File: config.mk
export PLATFORM = sky130hd
export DESIGN_NAME = pss_peak_detector
export DESIGN_NICKNAME = d
export VERILOG_FILES = /design/src/rtl/pss_peak_detector.sv
export SDC_FILE = /design/constraint.sdc
export NUM_CORES = 1
export LEC_CHECK = 0
export CAP_MARGIN = 20
export CORE_MARGIN = 3
export CORE_UTILIZATION = 23
export DETAILED_ROUTE_END_ITERATION = 10
export GPL_TIMING_DRIVEN = 0
export PLACE_DENSITY = 0.4
export SYNTH_ARGS = -nofsm -noshare
export SYNTH_HDL_FRONTEND = slang
export SYNTH_SLANG_ARGS = --single-unit
File: constraint.sdc
create_clock -name clk_i -period 12.4 [get_ports clk_i]
set_clock_uncertainty 0.1 [all_clocks]
set_input_delay 3.72 -clock clk_i [delete_from_list [all_inputs] [get_ports clk_i]]
set_output_delay 3.72 -clock clk_i [all_outputs]
set_load 0.02 [all_outputs]
File: src/rtl/pss_peak_detector.sv
// PSS peak detector: thresholds each magnitude against a scaled moving average, then
// searches a short window for the true maximum and reports it once before a hold-off.
module pss_peak_detector #(
   parameter int unsigned IN_DW           = 24,
   parameter int unsigned C_DW            = 72,
   parameter int unsigned WINDOW_LEN      = 8,
   parameter int unsigned DETECTION_SHIFT = 3,
   parameter int unsigned MIN_LEVEL       = 0,
   parameter int unsigned SEARCH_LEN      = 4,
   parameter int unsigned HOLDOFF_LEN     = 64,
   parameter int unsigned CNT_DW          = 32
) (
   input  logic              clk_i,
   input  logic              reset_ni,
   input  logic [IN_DW-1:0]  s_axis_in_tdata,
   input  logic              s_axis_in_tvalid,
   input  logic [C_DW-1:0]   C0_i,
   input  logic [C_DW-1:0]   C1_i,
   output logic              peak_detected_o,
   output logic [CNT_DW-1:0] peak_pos_o,
   output logic [IN_DW-1:0]  peak_mag_o,
   output logic [C_DW-1:0]   C0_o,
   output logic [C_DW-1:0]   C1_o,
   output logic [1:0]        state_o
);

   localparam int unsigned LOG_W  = $clog2(WINDOW_LEN);
   localparam int unsigned SUM_W  = IN_DW + LOG_W;
   localparam int unsigned CMP_W  = IN_DW + LOG_W + DETECTION_SHIFT;
   localparam int unsigned FILL_W = $clog2(WINDOW_LEN + 1);
   localparam int unsigned SRCH_W = $clog2(SEARCH_LEN + 1);
   localparam int unsigned HOLD_W = (HOLDOFF_LEN < 2) ? 1 : $clog2(HOLDOFF_LEN + 1);
   localparam logic [IN_DW:0] MIN_EXT = (IN_DW + 1)'(MIN_LEVEL);

   typedef enum logic [1:0] {StIdle = 2'd0, StSearch = 2'd1, StHoldoff = 2'd2} state_e;

   state_e              state_q, state_d;
   logic [IN_DW-1:0]    hist_q [WINDOW_LEN];
   logic [LOG_W-1:0]    wr_ptr_q;
   logic [SUM_W-1:0]    sum_q, sum_d;
   logic [FILL_W-1:0]   fill_q, fill_d;
   logic [CNT_DW-1:0]   idx_q, idx_d;
   logic [SRCH_W-1:0]   srch_q, srch_d;
   logic [HOLD_W-1:0]   hold_q, hold_d;
   logic [CNT_DW-1:0]   cand_pos_q, cand_pos_d;
   logic [IN_DW-1:0]    cand_mag_q, cand_mag_d;
   logic [C_DW-1:0]     cand_c0_q, cand_c0_d, cand_c1_q, cand_c1_d;
   logic                det_q, det_d;
   logic [CNT_DW-1:0]   pos_q, pos_d;
   logic [IN_DW-1:0]    mag_q, mag_d;
   logic [C_DW-1:0]     c0_q, c0_d, c1_q, c1_d;

   logic [CMP_W-1:0]    lhs, rhs;
   logic                above_min, warm, trigger, finish;

   // tdata*WINDOW_LEN vs S*2^DETECTION_SHIFT; S still excludes the current sample.
   assign lhs       = CMP_W'(s_axis_in_tdata) << LOG_W;
   assign rhs       = CMP_W'(sum_q) << DETECTION_SHIFT;
   assign above_min = ({1'b0, s_axis_in_tdata} + (IN_DW + 1)'(1)) > MIN_EXT;
   assign warm      = (fill_q == FILL_W'(WINDOW_LEN));
   assign trigger   = warm && (lhs > rhs) && above_min;

   always_comb begin
      state_d    = state_q;
      sum_d      = sum_q;
      fill_d     = fill_q;
      idx_d      = idx_q;
      srch_d     = srch_q;
      hold_d     = hold_q;
      cand_pos_d = cand_pos_q;
      cand_mag_d = cand_mag_q;
      cand_c0_d  = cand_c0_q;
      cand_c1_d  = cand_c1_q;
      det_d      = 1'b0;
      pos_d      = pos_q;
      mag_d      = mag_q;
      c0_d       = c0_q;
      c1_d       = c1_q;
      finish     = 1'b0;
      if (s_axis_in_tvalid) begin
         idx_d = idx_q + CNT_DW'(1);
         sum_d = sum_q + SUM_W'(s_axis_in_tdata) - SUM_W'(hist_q[wr_ptr_q]);
         if (!warm) fill_d = fill_q + FILL_W'(1);
         unique case (state_q)
            StIdle: begin
               if (trigger) begin
                  cand_pos_d = idx_q;
                  cand_mag_d = s_axis_in_tdata;
                  cand_c0_d  = C0_i;
                  cand_c1_d  = C1_i;
                  srch_d     = SRCH_W'(1);
                  state_d    = StSearch;
                  finish     = (SEARCH_LEN == 1);
               end
            end
            StSearch: begin
               srch_d = srch_q + SRCH_W'(1);
               // Strictly greater only: ties keep the earliest sample.
               if (s_axis_in_tdata > cand_mag_q) begin
                  cand_pos_d = idx_q;
                  cand_mag_d = s_axis_in_tdata;
                  cand_c0_d  = C0_i;
                  cand_c1_d  = C1_i;
               end
               finish = (srch_d == SRCH_W'(SEARCH_LEN));
            end
            StHoldoff: begin
               hold_d = hold_q + HOLD_W'(1);
               if (hold_d == HOLD_W'(HOLDOFF_LEN)) state_d = StIdle;
            end
            default: state_d = StIdle;
         endcase
         if (finish) begin
            det_d   = 1'b1;
            pos_d   = cand_pos_d;
            mag_d   = cand_mag_d;
            c0_d    = cand_c0_d;
            c1_d    = cand_c1_d;
            hold_d  = '0;
            state_d = (HOLDOFF_LEN == 0) ? StIdle : StHoldoff;
         end
      end
   end

   always_ff @(posedge clk_i) begin
      if (!reset_ni) begin
         state_q    <= StIdle;
         for (int i = 0; i < WINDOW_LEN; i++) hist_q[i] <= '0;
         wr_ptr_q   <= '0;
         sum_q      <= '0;
         fill_q     <= '0;
         idx_q      <= '0;
         srch_q     <= '0;
         hold_q     <= '0;
         cand_pos_q <= '0;
         cand_mag_q <= '0;
         cand_c0_q  <= '0;
         cand_c1_q  <= '0;
         det_q      <= 1'b0;
         pos_q      <= '0;
         mag_q      <= '0;
         c0_q       <= '0;
         c1_q       <= '0;
      end else begin
         if (s_axis_in_tvalid) begin
            hist_q[wr_ptr_q] <= s_axis_in_tdata;
            wr_ptr_q         <= wr_ptr_q + LOG_W'(1);
         end
         state_q    <= state_d;
         sum_q      <= sum_d;
         fill_q     <= fill_d;
         idx_q      <= idx_d;
         srch_q     <= srch_d;
         hold_q     <= hold_d;
         cand_pos_q <= cand_pos_d;
         cand_mag_q <= cand_mag_d;
         cand_c0_q  <= cand_c0_d;
         cand_c1_q  <= cand_c1_d;
         det_q      <= det_d;
         pos_q      <= pos_d;
         mag_q      <= mag_d;
         c0_q       <= c0_d;
         c1_q       <= c1_d;
      end
   end

   assign peak_detected_o = det_q;
   assign peak_pos_o      = pos_q;
   assign peak_mag_o      = mag_q;
   assign C0_o            = c0_q;
   assign C1_o            = c1_q;
   assign state_o         = state_q;

endmodule

# Word-level counts from Yosys, hierarchy flattened
# Memories as Yosys holds them, arrays and structs flattened. A register that Yosys moved wholly into a read port is not among the register bits.
# Index checks and enable logic that the tools add are counted.
[totals]
reg_bits = 479
latch_bits = 0
ramBits = 192
mem_bits_ro = 0
wordCells = 82
memories = 1
[mem_list]
columns = ["memory", "depth", "width", "read_ports", "rd_ports_with_merged_regs", "wr", "line_no", "source"]
rows = [
  ["hist_q", 8, 24, 1, 1, 8, "38", "logic [IN_DW-1:0] hist_q [WINDOW_LEN];"],
]
[classes]
addsub = 8
n_mul = 0
div_mod_pow = 0
order_cmp = 3
eq_ne = 9
n_shift = 0
muxes = 32
n_bitwise = 1
reduce_logical = 12
[op_table]
columns = ["operator", "n"]
rows = [
  ["$mux W72", 4],
  ["$pmux W72 S2", 2],
  ["$mux W24", 3],
  ["$mux W32", 2],
  ["$pmux W32 S2", 1],
  ["$pmux W24 S2", 1],
  ["$add A32 B1 Y32 const B", 1],
  ["$gt A27 B30 Y1", 1],
  ["$add A27 B24 Y27", 1],
  ["$sub A27 B24 Y27", 1],
  ["$add A24 B1 Y25 const B", 1],
  ["$gt A25 B1 Y1 const B", 1],
  ["$gt A24 B24 Y1", 1],
  ["$reduce_or A24 Y1", 1],
  ["$mux W7", 2],
  ["$mux W3", 4],
  ["$mux W1", 8],
  ["$reduce_and A2 Y1", 4],
  ["$add A7 B1 Y7 const B", 1],
  ["$eq A7 B7 Y1 const B", 1],
  ["$add A3 B1 Y3 const B", 2],
  ["$mux W2", 3],
  ["$ne A3 B3 Y1 const B", 2],
  ["$pmux W2 S3", 1],
  ["13 further kinds", 16],
]

# Logic depth before layout (Yosys ltp)
[depth]
depth_word = 6
mapped_depth = 16
mapped_depth_nobuf = 15

# Least setup slack after synthesis
# Ideal clock, no wire load.
[synth_timing]
path_type = "input port to flip-flop"
from = "input port s_axis_in_tdata[6]"
to = "register sum_q[23]"
setup_time_ns = 0.122
arrival_time_ns = 6.757
t_required_ns = 12.178
path_slack_ns = 5.421
cell_stages = 12
path_buffers = 0
path_cell_list = "clkinv_1 > fa_1 > inv_1 > ha_1 > a211o_1 > a21oi_1 > nand3_1 > a31o_2 > a2111oi_0 > or3_1 > a21oi_1 > a311o_1"
[synth_between]
elab_chain_cells = 2
[synth_rtl]
columns = ["element", "line_no", "source"]
rows = [
  ["start, declared", "15", "input logic [IN_DW-1:0] s_axis_in_tdata,"],
  ["$add A27 B24 Y27", "82", "sum_d = sum_q + SUM_W'(s_axis_in_tdata) - SUM_W'(hist_q[wr_ptr_q]);"],
  ["$sub A27 B24 Y27", "82", ""],
  ["end signal, assigned", "150", "sum_q <= sum_d;"],
  ["end, declared", "40", "logic [SUM_W-1:0] sum_q, sum_d;"],
]
# Every way passes these cells.
# A chain may end at the register's enable or synchronous reset.

# Final worst setup path
[layout_timing]
from = "input port s_axis_in_tdata[12]"
to = "register sum_q[23]"
# Same word-level chain as after synthesis.

==> flow_metrics.py <==
metrics = {
    "clock_tree": {
        "cts.htree.levels": 3,
        "cts_setup_buffers": 0,
        "cts_root_buf": "clkbuf_16",
        "ctsHoldBuffers": 0,
        "cts_tree": "yes",
        "clkSinkCount": 674,
        "cts_resized": 0,
        "clk_latency_ns": 0.69,
        "clk_pin_slew_ns": 0.06,
        "numCtsBuffers": 85,
        "clk_path_buf_depth": 3,
    },
    "yosys": {
        "syn-num-nets": 3708,
        "yosysSeqAreaShare_pct": 47.5,
        "synthArstFlopShare_pct": 0,
        "synthesis.area_um2": 32400,
        "syn_avg_cell_area_um2": 9.45,
        "synthFlopType": "dfxtp_1",
        "yosys_warnings": 0,
        "ys_seq_elements": 674,
        "yosysUniqueCellTypes": 64,
        "syn_inst": 3429,
        "synth_edf_count": 192,
    },
    "placement": {
        "pre_cts_ws_ns": 3.55,
        "gp_congestion": 0.811,
        "dp_hpwl_um": 100000,
        "placedCellCount": 5690,
        "numPortBuffers": 372,
    },
    "timing": {
        "fmax_ghz": 0.123,
        "fin_tns_setup_ns": 0,
        "setup_viol": 0,
        "slew_headroom_pct": 28.0,
        "finalHoldViolCount": 0,
        "max_slew.worst_pin.slew_ns": 1.08,
        "slew_violations": 0,
        "period_needed_ns": 8.15,
        "fin_crit_sh_pct": 65.7,
        "grt_setup_unrepaired": "false",
        "timing.final.ws_setup_ns": 4.25,
    },
    "global_route": {
        "grt_pass1_vias": 29300,
        "grt_util_all_layers_pct": 18.1,
        "grt_first_pass_wirelength_um": 200000,
        "grt_remaining_overflow": 0,
        "grt_max_degree": 25,
        "antenna_found_initial": 14,
    },
    "pwr": {
        "p_leak_nw": 14.0,
        "seqPwrFrac_pct": 38.5,
        "switching_power_w": 0.00183,
        "powerDensity_nw_per_um2": 148,
        "p_total_w": 0.00614,
        "vdd_ir_drop_max_mv": 0.104,
        "p_clk_share_pct": 41.2,
        "combPwrFrac_pct": 20.2,
        "internal-power_w": 0.00431,
        "netSwitchingFraction_pct": 29.8,
    },
    "detailed_routing": {
        "drt_iter0_markers": 2027,
        "first_pass_iters": 5,
        "via_per_inst": 4.93,
        "vias": 28900,
        "drcViolationCount": 0,
        "ant_nets": 0,
        "drt_wl_total_um": 136000,
        "wl_per_cell_um": 23.2,
        "top_layer_used": "met5",
        "dr_wl_met2_um": 63400,
        "wl_met3_um": 8760,
        "met1_length_um": 60200,
    },
    "worst_setup_path": {
        "critPathLaunchType": "primary input",
        "worstPathMaxFanout": 8,
        "cp-end-kind": "register",
        "crit_required_ns": 12.86,
        "worstSetupStartpoint": "s_axis_in_tdata[12]",
        "arrival_ns": 8.61,
        "path_class": "primary input to register",
    },
    "floorplanning": {
        "die-area_um2": 145000,
        "die_w_um": 381,
        "placeableCoreArea_um2": 140000,
        "die_y_um": 381,
        "start_util_pct": 23.2,
        "io_pins": 374,
        "placementRows": 137,
    },
    "layout": {
        "finish.utilization_pct": 29.8,
        "layout.nets": 4182,
        "drive_above_1_share_pct": 9.73,
        "multi_input_comb_area_um2": 15100,
        "synthToLayoutAreaGrowth_pct": 28.3,
        "layout.cells.non_filler": 5853,
        "ff_latch_area_um2": 15400,
        "num-fill-cells": 14900,
    },
    "hold_path": {
        "worstHoldPathType": "register to register",
        "hold_start": "hold_q[6]",
    },
    "run_status": {
        "status": "completed",
    },
    "job": {
        "cap_violations": 0,
    },
}
cell usage after synthesis (all sizes together), types with 3 or more instances:
library cell  count  area, um2
a2111oi           3       32.5
o2111ai           4       35.0
nand2b           13       81.3
nand3b            6       45.0
mux4             48       1080
a21oi           254       1270
a31oi             4       25.0
and3             10       62.6
or3              15       93.8
mux2             23        259
nand3           229       1150
inv             115        432
o211ai            4       30.0
dfxtp           482       9650
buf              86        432
clkbuf          259        985
nand2            56        210
o311ai            3       26.3
edfxtp          192       5770
nand4b            3       26.3
xnor2            17        149
a21o             19        143
fa               24        480
nor2            282       1060
nor2b            10       62.6
a211oi          206       2100
o31ai             4       30.0
nor3             81        405
nor4            288       1800
o21ai           435       2180
mux2i            21        210
clkinv           22       82.6
xor2             32        280
o21a              6       45.0
ha               84       1050
and2             42        263
nand4            20        125
worst max-delay path: stages:
cell             delay, ns
clkdlybuf4s50_1       0.83
clkinv_1              0.53
fa_1                  0.68
inv_1                 0.04
ha_1                  0.38
a211oi_1              0.24
o211ai_1              0.15
a221o_1               0.34
a31o_2                0.24
a2111oi_0             0.82
or3_1                 0.26
a21oi_1               0.08
a311o_1               0.27
routing by layer:
layer / vias up / GRT usage (%)
met5: - / 0
met4: 12 / 5.23
met3: 159 / 3.98
met2: 849 / 29.8
met1: 14200 / 23.7
li1: 13700 / -
kinds of logic (layout without fill, tap and decap cells):
kind of cell | after synthesis | in the layout | synth area share [%]
buffers and inverters | 482 | 1021 | 5.96
multiplexers | 92 | 92 | 4.78
AND/OR/NAND/NOR | 1063 | 1063 | 16.8
flip-flops | 674 | 674 | 47.5
AO/OA/AOI/OAI | 961 | 961 | 18.9
XOR/XNOR | 49 | 49 | 1.32
adder cells (fa/ha/maj) | 108 | 108 | 4.72
other | 0 | 9 | 0
path summary, 6_finish.rpt:
| check | cells after the start | slack, ns | end |
|---|---|---|---|
| worst max-delay path | 13 | 4.25 | sum_q[23] |
| worst min register to register | 1 | 0.37 | hold_q[6] |
| worst max register to register | 15 | 5.92 | sum_q[23] |
| worst min-delay path | 1 | 0.37 | hold_q[6] |
stage by stage:
stage | area [um2] | hold slack (ns)
floorplan | 32400 | 0.331
global placement | 38500 | 0.359
detailed placement | 38800 | 0.361
CTS | 41600 | 0.374
global route | 41600 | 0.391
finish | 41600 | 0.372
layout make-up:
type	instances	area share, %
well taps	1876	5.64
plain buffers	345	3.40
clock buffers	119	5.86
diodes	9	0.0541
inverters	137	1.24
multi-input cells	2273	36.3
flip-flops and latches	674	37.1
repair buffers	387	9.58
clock inverters	33	0.839
flip-flops by register name (all words and copies together) (netlist names), 4 cells and up, named ones only:
register and cells:
hold_q 7, cand_mag_q 24, peak_mag_o 24, cand_pos_q 32, fill_q 4, idx_q 32, peak_pos_o 32, C0_o 72
cand_c1_q 72, sum_q 27, cand_c0_q 72, C1_o 72, hist_q 192
cells in the final DEF, fill, tap and decap left out, types with 21 or more instances in the layout:
| cell type | Yosys | layout |
|---|---|---|
| dfxtp_1 | 482 | 482 |
| o21ai_0 | 434 | 431 |
| clkdlybuf4s50_1 | 0 | 372 |
| nor4_1 | 288 | 288 |
| nor2_1 | 282 | 281 |
| clkbuf_1 | 249 | 268 |
| a21oi_1 | 254 | 254 |
| nand3_1 | 229 | 229 |
| edfxtp_1 | 192 | 192 |
| inv_1 | 115 | 115 |
| a211oi_2 | 110 | 110 |
| a211oi_1 | 96 | 96 |
| clkbuf_16 | 0 | 88 |
| ha_1 | 84 | 84 |
| nor3_1 | 81 | 81 |
| nand2_1 | 56 | 56 |
| mux4_2 | 48 | 48 |
| buf_1 | 46 | 46 |
| and2_1 | 42 | 42 |
| clkinv_1 | 22 | 32 |
| xor2_1 | 32 | 32 |
| buf_2 | 24 | 24 |
| fa_1 | 24 | 24 |
| mux2_2 | 23 | 23 |
| mux2i_1 | 21 | 21 |
power by group through the flow:
stage | combinational, W | sequential, W | clock (W)
detailed placement | 0.00123 | 0.00241 | 0
global placement | 0.00123 | 0.00241 | 0
global route | 0.00138 | 0.00237 | 0.00268
floorplan | 0.000833 | 0.00240 | 0
finish | 0.00124 | 0.00236 | 0.00253
CTS | 0.00124 | 0.00237 | 0.00260
No activity file was read; power rests on OpenSTA's default activity.
